### config.mk
export PLATFORM = sky130hd
export DESIGN_NAME = serial_adder_nb
export DESIGN_NICKNAME = d
export VERILOG_FILES = /design/src/rtl/serial_adder_nb.sv
export SDC_FILE = /design/constraint.sdc
export NUM_CORES = 1
export LEC_CHECK = 0
export ABC_AREA = 1
export BUFFER_PORTS_ARGS = -buffer_cell sky130_fd_sc_hd__buf_2
export CAP_MARGIN = 30
export CORE_UTILIZATION = 45
export DETAILED_ROUTE_END_ITERATION = 10
export PLACE_DENSITY = 0.69
export SLEW_MARGIN = 20
export SYNTH_ARGS = -nofsm -noshare
export SYNTH_HDL_FRONTEND = slang
export SYNTH_SLANG_ARGS = --single-unit
### constraint.sdc
create_clock -name clk -period 1.5 [get_ports clk]
set_input_delay 0.3 -clock clk [delete_from_list [all_inputs] [get_ports clk]]
set_output_delay 0.3 -clock clk [all_outputs]
set_load 0.05 [all_outputs]
### src/rtl/serial_adder_nb.sv
// Bit-serial ripple adder: one full-add cell and a carry flop,
// LSB first, n+1 cycles per operation including the DONE cycle.
module serial_adder_nb #(
    parameter int n = 4
) (
    input  logic         clk,
    input  logic         rst_n,
    input  logic         start,
    input  logic [n-1:0] a,
    input  logic [n-1:0] b,
    input  logic         Cin,
    output logic [n-1:0] Result,
    output logic         Cout,
    output logic         busy,
    output logic         done
);

    typedef enum logic [1:0] {
        IDLE = 2'd0,
        RUN  = 2'd1,
        DONE = 2'd2
    } state_t;

    localparam int CW = $clog2(n + 1);
    localparam logic [CW-1:0] LAST = CW'(n - 1);

    state_t         state_q, state_d;
    logic [n-1:0]   a_sh_q, a_sh_d;
    logic [n-1:0]   b_sh_q, b_sh_d;
    logic [n-1:0]   sum_q, sum_d;
    logic [n-1:0]   result_q, result_d;
    logic           cout_q, cout_d;
    logic           carry_q, carry_d;
    logic [CW-1:0]  cnt_q, cnt_d;

    logic           s_bit;
    logic           c_nxt;
    logic [n-1:0]   sum_nxt;

    always_comb begin
        state_d  = state_q;
        a_sh_d   = a_sh_q;
        b_sh_d   = b_sh_q;
        sum_d    = sum_q;
        result_d = result_q;
        cout_d   = cout_q;
        carry_d  = carry_q;
        cnt_d    = cnt_q;

        s_bit = a_sh_q[0] ^ b_sh_q[0] ^ carry_q;
        c_nxt = (a_sh_q[0] & b_sh_q[0]) |
                (a_sh_q[0] & carry_q) |
                (b_sh_q[0] & carry_q);
        // New sum bit enters from the MSB so bit 0 ends at the LSB.
        sum_nxt        = sum_q >> 1;
        sum_nxt[n-1]   = s_bit;

        unique case (state_q)
            IDLE, DONE: begin
                if (start) begin
                    a_sh_d  = a;
                    b_sh_d  = b;
                    carry_d = Cin;
                    sum_d   = '0;
                    cnt_d   = '0;
                    state_d = RUN;
                end else if (state_q == DONE) begin
                    state_d = IDLE;
                end
            end
            RUN: begin
                sum_d   = sum_nxt;
                carry_d = c_nxt;
                a_sh_d  = a_sh_q >> 1;
                b_sh_d  = b_sh_q >> 1;
                cnt_d   = cnt_q + CW'(1);
                if (cnt_q == LAST) begin
                    result_d = sum_nxt;
                    cout_d   = c_nxt;
                    state_d  = DONE;
                end
            end
            default: state_d = IDLE;
        endcase
    end

    always_ff @(posedge clk or negedge rst_n) begin
        if (!rst_n) begin
            state_q  <= IDLE;
            a_sh_q   <= '0;
            b_sh_q   <= '0;
            sum_q    <= '0;
            result_q <= '0;
            cout_q   <= 1'b0;
            carry_q  <= 1'b0;
            cnt_q    <= '0;
        end else begin
            state_q  <= state_d;
            a_sh_q   <= a_sh_d;
            b_sh_q   <= b_sh_d;
            sum_q    <= sum_d;
            result_q <= result_d;
            cout_q   <= cout_d;
            carry_q  <= carry_d;
            cnt_q    <= cnt_d;
        end
    end

    assign Result = result_q;
    assign Cout   = cout_q;
    assign busy   = (state_q == RUN);
    assign done   = (state_q == DONE);

endmodule

Word-level counts from Yosys, hierarchy flattened
Cells that the tools add are included.

Register bits after elaboration: 23. Latch bits: 0. Memory bits (writable): 0. Memory bits (read-only): 0. Output and inout port bits: 7. Memories: 0.

Add/sub/neg operators: 1. Multiply operators: 0. Div/mod/pow operators: 0. Magnitude comparators: 0. Equal/unequal tests: 6. Shift-type cells: 0. Muxes and demuxes: 14. Bitwise logic cells: 7. Reduce and logical (&&, ||, !) cells: 6.

Operators by type and width (number): 4-bit case mux with 2 select lines (3); 4-bit 2-to-1 mux (3); 2-bit 2-to-1 mux (3); 3-bit case mux with 2 select lines (1); 2-bit AND reduction (3); 2-bit case mux with 2 select lines (1); 3-bit by 1-bit adder with 3-bit output, second input constant (1); 1-bit AND (3); 3-bit by 2-bit equality test with 1-bit output, second input constant (1); 3-bit 2-to-1 mux (1); 3-bit inequality test, second input constant (1); 2-bit by 1-bit equality test with 1-bit output, second input constant (1); 2-bit equality test, second input constant (1); 2-bit zero test (1); 2-bit by 1-bit inequality test with 1-bit output, second input constant (1); 2-bit inequality test, second input constant (1); 1-bit OR (2); 1-bit case mux with 2 select lines (1); 2-bit nonzero test (1); 2-bit OR reduction (1); 1-bit XOR (2); 1-bit 2-to-1 mux (1).

Longest topological paths before layout
Depth after elaboration: 4. Depth in mapped cells: 7.

Least setup slack after synthesis
No wires, ideal clock.

Path kind: flip-flop to output port. Start point: reg state_q[0]. End point: out done. Data arrival time: 1.164 ns. Slack: 0.036 ns. Stages on the path, launching flop included: 3. Path buffers: 1. Path through: dfrtp_1 > buf_6 > nor2_1.

Word-level cells in the longest chain between the ends: 1.

Ends and longest elaborated chain: start, declared (line 27) `state_t state_q, state_d;`; start signal, assigned (line 98) `state_q <= state_d;`; 2-bit equality test (line 112) `assign done = (state_q == DONE);`; end, declared (line 15) `output logic done`.

Every way passes these cells.

Worst setup path after layout
Start point: reg state_q[1]. End point: out done.

The elaborated chain is that of the path after synthesis.

==> flow_summary.toml <==
[synthesis]
ys_async_sr_fraction = 1.000
synthFlopType = "dfrtp_1"
synth-seq-cells = 22
synth_area_leader_cell = "dfrtp_1"
synthAdderAreaFrac = 0.04105
synth_warnings = 0
syn-cell-area_um2 = 1097
synth_common_cells = "nand2_1, dfrtp_1, inv_1"
synthMuxAreaShare = 0
synth_edf_count = 0
synth.most_common_cell = "nand2_1"
synth_top_family_by_area = "simple AND/OR/NAND/NOR gates"
synth_compound_area_frac = 0.06499
synthXorXnorAreaFrac = 0
synth_cells = 120
synth_nets = 135
synth_cell_type_count = 21
syn_avg_cell_area_um2 = 9.144
synthSimpleGateAreaFrac = 0.2862
synth_top_area_frac = 0.5017
synth_seq_area_share = 0.5017
synth_area_leaders = "dfrtp_1, nand2_1, nand3_2"

[routing]
ant_nets = 0
wl_mm = 1.964
route.vias.total = 815
drc_errors = 0
firstDrtPassIters = 4
wire_per_inst_um = 11.49
drtIter0Drc = 16
routed_via_density = 4.766

[hold_path]
holdPathStages = 3
hp-start = "a[3]"
hold_class = "input pin to flip-flop"
min_to = "a_sh_q[3]$_DFFE_PN0P_"

[setup_path]
arrival_ns = 1.14
worstSetupPathType = "flip-flop to output pin"
path_max_fanout = 9
r2r_setup_slack_ns = 0.23
cp-start-kind = "flip-flop"
slowest_delay_ns = 0.45
r2r_start = "cnt_q[0]$_DFFE_PN0P_"
crit_required_ns = 1.20
cp_slowest_cell = "dfrtp_1"
rr_worst_depth = 6
crit_chain = "inv_4 -> nor2_2 -> buf_6"
reg2reg_to = "Result[3]$_DFFE_PN0P_"
cp-end-kind = "output pin"

[sta]
worst_hold_slack_ns = 0.2073
finalCriticalPeriod_ns = 1.441
skew_ns = 0.001717
fmax_mhz = 693.9
slew_viol_final = 0
setup_viol = 0
slew_headroom = 0.6698
setup_tns_ns = 0
worst_slew_pin_slew_ns = 0.4953
hold_viol_final = 0
setup_ws_ns = 0.05878
post-route-period-util = 0.9608
rsz0062_at_grt = "no"

[finish]
final_core_util = 0.5644
syn2layout_area_growth_pct = 15.96
layoutNonFillerInstCount = 171
layout-drive-gt1-share = 0.3217
nets = 159
multi_input_area_um2 = 432.9
ff_latch_area_um2 = 551.8
antenna_cells = 0
nFillCells = 223

[pwr]
p_clk_frac = 0.107
leakage_nw = 0.7046
p_comb_frac = 0.548
power_frac_seq = 0.345
irDropWorstVdd_mv = 1.368
power.switching_w = 0.001483
power.internal_w = 0.001588
power.density_nw_per_um2 = 2413
switching_share = 0.4829

[global_routing]
antenna_found_initial = 0
grtUsageTotal = 0.1741
grt_pass1_wl_mm = 3.318
first_global_vias = 818
grt_max_degree = 23
grt.overflow.total = 0

[cts]
cts_buffers = 3
numClockSinks = 22
htreeDepth = 1
clockBufferDepth = 2
post_cts_buffers = 0
clock_latency_ns = 0.31
cts_tree = "yes"
clkSlewWorstSetupHoldPaths_ns = 0.12
clockRootBuffer = "clkbuf_4"

[placed_design]
pre_cts_ws_ns = 0.2089
hpwl_mm = 1.457
io_buffers = 18
place_inst = 166
place.gp.congestion = 0.8096

[floorplan]
die_y_um = 51.38
core_area_um2 = 2255
die_x_um = 51.38
row_count = 17
dieArea_um2 = 2640
num_io_pins = 19
initial_core_util = 0.4867

[job]
drv_cap = 0

[status]
status = "completed"
[critical path: cells and delay by family (launching register included)]
| family | cells | cell delay [ns] |
|---|---|---|
| DFF | 1 | 0.45 |
| and+or+nand+nor | 1 | 0.12 |
| buffers and inverters | 2 | 0.27 |
[routing by layer]
| metal | track usage | vias to the layer above | wire length [µm] |
|---|---|---|---|
| met2 | 0.2684 | 19 | 914 |
| met5 | 0 | - | 0 |
| met4 | 0.1171 | 0 | 43 |
| met1 | 0.2136 | 377 | 928 |
| li1 | - | 415 | - |
| met3 | 0.04167 | 4 | 78 |
[cell usage in the layout, fill, tap and decap left out]
cell type       n
nor2_1          1
nand2_2         1
buf_4           3
inv_1          18
clkbuf_4        3
nand3_1         7
nand2_4         2
clkinv_2        1
nor2_2          1
ha_1            2
inv_2           2
o21ai_2         2
nand2_8         1
o21ai_1         9
dfrtp_2         1
or2_1           1
nor2_4          1
fa_1            1
inv_4           2
a21oi_2         1
nand3_2         7
buf_6           1
clkbuf_8        1
nand2_1        36
dfrtp_1        21
dlygate4sd3_1   1
buf_2          16
[power by group through the flow]
stage / registers, W / clock network (W) / logic (W)
final: 0.00106 / 0.000329 / 0.00168
after global routing: 0.00110 / 0.000366 / 0.00185
after CTS: 0.00106 / 0.000340 / 0.00170
after detailed placement: 0.00107 / 0 / 0.00167
after global placement: 0.00106 / 0 / 0.00162
after floorplan: 0.00122 / 0 / 0.00120
[repair_timing]
action / 4_1_cts / 5_1_grt
hold endpoints to repair: 22 / 0
endpoints found under the setup margin: 2 / 1
pin swaps: 0 / 0
hold buffers: 1 / 0
gates resized for setup: 4 / 2
[sequential cells by signal (all words and copies together) (netlist names)]
name / count
cnt_q: 3
state_q: 2
Result: 4
b_sh_q: 4
Cout: 1
carry_q: 1
sum_q: 3
a_sh_q: 4
[through the flow]
stage          instance area, µm²  total power [W]
3_5_place_dp                 1211         0.002739
3_3_place_gp                 1211         0.002683
4_1_cts                      1266         0.003094
5_1_grt                      1272         0.003315
2_1_floorplan                1097         0.002422
6_report                     1272         0.003071
[worst max path at each step]
stage                                       from               endpoint  slack [ns]  cells past startpoint
after global routing      state_q[1]$_DFFE_PN0P_                   done       0.002                      3
final                     state_q[1]$_DFFE_PN0P_                   done        0.06                      3
after CTS                 state_q[1]$_DFFE_PN0P_                   done       0.006                      3
after floorplan           state_q[0]$_DFFE_PN0P_                   done        0.04                      2
after detailed placement  state_q[1]$_DFFE_PN0P_  b_sh_q[0]$_DFFE_PN0P_        0.21                      6
after global placement      cnt_q[0]$_DFFE_PN0P_  Result[3]$_DFFE_PN0P_        0.24                      6
[cell families (layout without fill, tap and decap cells)]
group                      count (synthesis)  in the layout
and+or+nand+nor                           58             58
adders and majority gates                  3              3
buffers and inverters                     25             48
DFF                                       22             22
AOI/OAI and AO/OA                         12             12
[layout make-up]
cell class	count	area share
repair buffers	21	0.09735
well taps	28	0.02753
clock buffers	4	0.02852
flip-flops and latches	22	0.4336
multi-input cells	73	0.3402
inverters	23	0.07276
Power figures use the tool's default switching activity.
